===== config.mk =====
export PLATFORM = sky130hd
export DESIGN_NAME = mem_load_unit
export DESIGN_NICKNAME = d
export VERILOG_FILES = /design/src/rtl/mem_load_unit.sv
export SDC_FILE = /design/constraint.sdc
export NUM_CORES = 1
export LEC_CHECK = 0
export BUFFER_PORTS_ARGS = -buffer_cell sky130_fd_sc_hd__buf_2
export CORE_MARGIN = 2
export CORE_UTILIZATION = 43
export DETAILED_ROUTE_END_ITERATION = 8
export PLACE_DENSITY = 0.76
export SYNTH_ARGS = -nofsm -noshare
export SYNTH_HDL_FRONTEND = slang
export SYNTH_SLANG_ARGS = --single-unit

===== constraint.sdc =====
create_clock -name clk -period 2.1 [get_ports clk]
set_clock_uncertainty 0.15 [all_clocks]
set_input_delay 0.21 -clock clk [delete_from_list [all_inputs] [get_ports clk]]
set_output_delay 0.21 -clock clk [all_outputs]
set_load 0.05 [all_outputs]

===== src/rtl/mem_load_unit.sv =====
// mem_load_unit: issues one word-aligned bus read per load, extracts and extends the addressed field, flags AdEL
// Ports:
//   clk, reset                 rising-edge clock, synchronous active-high reset
//   req_valid/req_ready        load request handshake (ready only in IDLE)
//   req_addr/req_type/req_signed  byte address, size (00 word, 01 half, 1x byte), sign-extend select
//   dreq_valid/dreq_addr       word-aligned bus read request, held until daddr_ok
//   daddr_ok/ddata_ok/ddata    bus address accept, read data valid, read data word
//   resp_valid/resp_ready      result handshake (valid only in DONE)
//   resp_data/resp_adel        extended load result, misaligned-address flag (data forced to 0)
module mem_load_unit #(
    parameter int ADDR_W = 32
) (
    input  logic              clk,
    input  logic              reset,
    input  logic              req_valid,
    output logic              req_ready,
    input  logic [ADDR_W-1:0] req_addr,
    input  logic [1:0]        req_type,
    input  logic              req_signed,
    output logic              dreq_valid,
    output logic [ADDR_W-1:0] dreq_addr,
    input  logic              daddr_ok,
    input  logic              ddata_ok,
    input  logic [31:0]       ddata,
    output logic              resp_valid,
    input  logic              resp_ready,
    output logic [31:0]       resp_data,
    output logic              resp_adel
);
    typedef enum logic [1:0] {IDLE, REQ, WAIT, DONE} state_t;
    state_t            state_q, state_d;
    logic [ADDR_W-1:0] addr_q, addr_d;
    logic [1:0]        type_q, type_d;
    logic              signed_q, signed_d;
    logic [31:0]       data_q, data_d;
    logic              adel_q, adel_d;
    logic              req_ready_q, dreq_valid_q, resp_valid_q;
    logic              misaligned;
    logic [31:0]       shifted, loaded;
    logic [15:0]       half;
    logic [7:0]        lane_b;
    assign misaligned = (req_type == 2'b01) ? req_addr[0] : (req_type == 2'b00) ? |req_addr[1:0] : 1'b0;
    assign half       = addr_q[1] ? ddata[31:16] : ddata[15:0];
    assign shifted    = ddata >> {addr_q[1:0], 3'b000};
    assign lane_b     = shifted[7:0];
    assign loaded     = (type_q == 2'b00) ? ddata :
                        (type_q == 2'b01) ? {{16{signed_q & half[15]}}, half} :
                                            {{24{signed_q & lane_b[7]}}, lane_b};
    always_comb begin
        state_d  = state_q;
        addr_d   = addr_q;
        type_d   = type_q;
        signed_d = signed_q;
        data_d   = data_q;
        adel_d   = adel_q;
        case (state_q)
            IDLE: if (req_valid) begin
                addr_d   = req_addr;
                type_d   = req_type;
                signed_d = req_signed;
                data_d   = 32'h0;
                adel_d   = misaligned;
                state_d  = misaligned ? DONE : REQ;
            end
            REQ: if (daddr_ok) begin
                data_d  = ddata_ok ? loaded : data_q;
                state_d = ddata_ok ? DONE : WAIT;
            end
            WAIT: if (ddata_ok) begin
                data_d  = loaded;
                state_d = DONE;
            end
            default: state_d = resp_ready ? IDLE : DONE;
        endcase
    end
    always_ff @(posedge clk) begin
        if (reset) begin
            state_q      <= IDLE;
            addr_q       <= '0;
            type_q       <= 2'b00;
            signed_q     <= 1'b0;
            data_q       <= 32'h0;
            adel_q       <= 1'b0;
            req_ready_q  <= 1'b1;
            dreq_valid_q <= 1'b0;
            resp_valid_q <= 1'b0;
        end else begin
            state_q      <= state_d;
            addr_q       <= addr_d;
            type_q       <= type_d;
            signed_q     <= signed_d;
            data_q       <= data_d;
            adel_q       <= adel_d;
            req_ready_q  <= state_d == IDLE;
            dreq_valid_q <= state_d == REQ;
            resp_valid_q <= state_d == DONE;
        end
    end
    assign req_ready  = req_ready_q;
    assign dreq_valid = dreq_valid_q;
    assign dreq_addr  = {addr_q[ADDR_W-1:2], 2'b00};
    assign resp_valid = resp_valid_q;
    assign resp_data  = data_q;
    assign resp_adel  = adel_q;
endmodule

# Word-level counts from Yosys, hierarchy flattened
# Index checks and enable logic that the tools add are counted.
word_totals:
  ram_bits: 0
  wordCells: 44
  rom_bits: 0
  latch_bits: 0
  n_memories: 0
  inputBits: 73
  ff_bits: 73
  out_inout_bits: 68
classes:
  n_mul: 0
  reduce_logical: 8
  n_eq_ne: 8
  shift: 1
  n_div: 0
  addsub: 0
  n_bitwise: 2
  muxes: 16
  magnitude_cmp: 0
ops:
  columns: ["op", "n"]
  rows:
  - ["32-bit 2-to-1 mux", 5]
  - ["32-bit one-hot mux with 3 select lines", 1]
  - ["32-bit by 5-bit >> shifter with 8-bit output", 1]
  - ["16-bit 2-to-1 mux", 1]
  - ["2-bit 2-to-1 mux", 5]
  - ["2-bit by 1-bit equality test with 1-bit output (second input constant)", 4]
  - ["2-bit logical NOT", 4]
  - ["2-bit one-hot mux with 3 select lines", 1]
  - ["2-bit equality test (second input constant)", 2]
  - ["2-bit != test (second input constant)", 2]
  - ["1-bit 2-to-1 mux", 3]
  - ["3-bit AND reduction", 1]
  - ["3-bit nonzero test", 1]
  - ["1-bit bitwise AND", 2]
  - ["2-bit AND reduction", 1]
  - ["2-bit OR reduction", 1]

# Longest topological paths before layout
logic_depth:
  word_depth: 7
  ltp_mapped: 9
  mapped_depth_nobuf: 8

# Worst setup path after synthesis
# OpenSTA, ideal clock, no wires.
synth_path:
  path_kind: "register to register"
  start: "register state_q[0]"
  end: "register data_q[18], in the netlist resp_data[18]"
  synth_period_minus_slack_ns: 2.211
  path_buffers: 1
  path_stages_with_launch: 9
  setup_time_ns: 0.074
  required_time_ns: 1.876
  arrival_time_ns: 1.986
  path_slack_ns: -0.111
  path_cell_list: "dfxtp_1 > inv_1 > ha_1 > nor2b_1 > or4_4 > nor3b_4 > nand2_2 > buf_6 > o21ai_0"
synth_between:
  elab_chain_cells: 3
  elab_cells_between_ends: 8
  classes_between: "eq/ne: 4; mux: 1; reduce/logical: 3"
synth_rtl:
  columns: ["element", "line", "rtl"]
  rows:
  - ["start, declared", "31", "state_t state_q, state_d;"]
  - ["start signal, assigned", "88", "state_q <= state_d;"]
  - ["2-bit by 1-bit equality test with 1-bit output, or another cell as far along", "56", "case (state_q)"]
  - ["2-bit != test (no source line) / 3-bit nonzero test (equally long branches)", null, null]
  - ["3-bit AND reduction (no source line)", null, null]
  - ["end signal, assigned", "92", "data_q <= data_d;"]
  - ["end, declared", "35", "logic [31:0] data_q, data_d;"]
# Parallel ways exist; a longest one is shown, timed or not.
# A chain may end at the register's enable or synchronous reset.

# Final worst setup path
layout_path:
  start: "register state_q[0]"
  end: "register data_q[31], in the netlist resp_data[31]"
# Same word-level chain as after synthesis.

==> metrics <==
die area=8370 um^2; post-synth cell types=36; first-pass GRT wire length=16,200 um; Post-synth EDFFs=0; Register-to-Register Path Depth=9; sequential cell area=1470 um^2; reg2reg start=state_q[0]; PD cells=1410 nW/um^2; reg2reg end=resp_data[31]; CP Data Required Time=2.23 ns; top cell type by total area after synthesis=dfxtp_1; detailed placer's ending HPWL=6610 um; Worst Setup SP=state_q[0]; Final Cycle Share=1.05; relative slew slack=0.553; Post-Synthesis Cells=429; DR iter-0 viols=251; FILL cells=613; CP Capture Type=register; core box area=7330 um^2; CTS tree=yes; critical-path maximum fanout=8; clock root cell=clkbuf_8; Total Routing Usage GR=0.241; FF-to-FF setup slack=-0.11 ns; violated checks=negative setup slack; Post-Syn Area per Cell=7.68 um^2; Async SR Flop Fraction=0; commonest non-fill, non-tap cells in the layout=138 x buf_2, 117 x nand2_1, 71 x dfxtp_1; vias in the first global route=3,460; Hold WC Path Type=input port to register; chip width=91.5 um; status=finished with violations; layout cells sized above 1=0.360; Initial DRT Pass Iterations=5; Final WS setup=-0.110 ns; CTS max path bufs=2; PortBufs=138; Seq/Total Area, Yosys=0.444; most common cell after layout, fill and taps aside=buf_2; global route overflow=0; final slew viol count=0; Antenna Cells=0; RSZ-0062 raised after global routing=yes; post-synthesis instance area=3290 um^2; final hold slack=0.00519 ns; Arr. time, crit path=2.34 ns; top-area cell type share of the netlist area=0.444; crit start category=register; synth top area cells=dfxtp_1 44%, nand2_1 13%, buf_4 7.3%, a21oi_1 6.5%, o21ai_0 4.4%; Layout area overhead=45.9%; DRC viols=0; Setup crit end=resp_data[31]; vias=3,632; slew of the pin with the lowest slew margin=0.670 ns; multi-input logic area=1630 um^2; I/O Pins=141; Avg WL per Cell=15.0 um; initial antenna violation count=0; H-tree levels=3; Layout Nets=669; Leakage=2.23 nW; Starting Density=0.449; Num Clock Sinks=73; FP Rows=31; Top FF cell, synth=dfxtp_1; maxcap violations=0; CTS Buf Count=9; peak supply drop=0.672 mV; Peak Freq=0.453 GHz; final wirelength=10,400 um; die height=91.5 um; Tmin final=2.21 ns; yosys warns=0; Clock transition at path regs=0.08 ns; post-DR vias/cell=5.22; CP Class=register to register; largest net degree at the start of global routing=40; Clock Latency Late Sink=0.35 ns; final-report hold violation count=0; setup_tns=-1.79 ns; Yosys reg bits=73; GPL Wtd Cong=0.879; Setup Viol. Count Final=19; Routed Antenna Nets=0
==> state kept, by name (all words and copies together) (netlist names) <==
name	cells
addr_q	32
resp_data	32
state_q	2
type_q	2
dreq_valid	1
req_ready	1
resp_adel	1
resp_valid	1
signed_q	1
==> worst min-delay path by stage <==
| stage | end | depth (start not counted) | slack [ns] | start |
|---|---|---|---|---|
| 6_report | resp_data[18] | 3 | 0.005 | ddata[18] |
| 4_1_cts | resp_data[31] | 3 | 0.0005 | ddata[31] |
| 5_1_grt | resp_data[31] | 3 | 0.002 | ddata[31] |
| 2_1_floorplan | addr_q[10] | 2 | 0.20 | req_addr[10] |
| 3_5_place_dp | resp_data[24] | 2 | 0.29 | resp_data[24] |
| 3_3_place_gp | resp_data[16] | 2 | 0.28 | resp_data[16] |
==> synth_stat cells (2+ instances only) <==
library cell  count
nand2_1         118
dfxtp_1          73
a21oi_1          43
buf_4            32
nor2_1           30
o21ai_0          29
clkbuf_1         25
a211oi_1         12
and3_1           10
nand3_1           7
nor2b_1           5
o221ai_1          5
ha_1              4
inv_1             4
o22ai_1           4
o21ai_1           3
a221oi_1          2
and2_1            2
mux2_2            2
nand3b_1          2
or3_1             2
==> per-stage QoR <==
stage	worst slack [ns]	std cells	util	total power, mW	area (um^2)
final	-0.110	696	0.655	6.78	4800
after global routing	-0.151	696	0.655	7.12	4800
after CTS	-0.0836	693	0.641	6.60	4700
after detailed placement	-0.280	631	0.542	5.13	3970
after global placement	-0.196	631	0.542	5.05	3970
after floorplan	0.00417	430	-	4.38	3320
==> metal layers <==
layer | global-route usage | wire length, um | up-vias
li1 | - | - | 1740
met1 | 0.288 | 4160 | 1691
met2 | 0.408 | 5230 | 168
met3 | 0.0598 | 720 | 33
met4 | 0.106 | 306 | 0
met5 | 0 | 0 | -
==> layout make-up <==
class / instances / area share
Clock buffer: 10 / 0.0266
Multi-Input combinational cell: 296 / 0.339
Clock inverter: 6 / 0.0190
Tap cell: 99 / 0.0258
Timing Repair Buffer: 208 / 0.280
Inverter: 4 / 0.00417
Sequential cell: 73 / 0.306
==> logic make-up after synthesis <==
group / count (synthesis) / share of synthesized area
adder cells (fa/ha/maj): 4 / 0.0152
multiplexers: 3 / 0.00988
AND/OR/NAND/NOR: 184 / 0.243
other: 1 / 0.00114
buffers and inverters: 62 / 0.109
AO/OA/AOI/OAI: 102 / 0.178
flip-flops: 73 / 0.444
==> where the power goes <==
group	internal, mW	total, mW	switching, mW
Sequential	1.77	1.98	0.215
Combinational	1.17	3.56	2.39
Clock	0.676	1.23	0.554
==> worst max-delay path, stage by stage, from the launching register on <==
cell and delay [ns]:
dfxtp_4 0.40, inv_4 0.05, ha_4 0.23, nor2b_4 0.12, or4_4 0.45, nor3b_4 0.25
buf_6 0.15, buf_6 0.11, nand2_8 0.09, o21ai_2 0.15
==> repair_timing <==
action	4_1_cts	5_1_grt
gates resized for setup	21	27
hold buffers	40	1
hold endpoints to repair	40	1
buffers inserted	5	2
gates cloned	1	0
pin swaps	13	4
endpoints found under the setup margin	30	33
(Power assumes the default switching activity.)
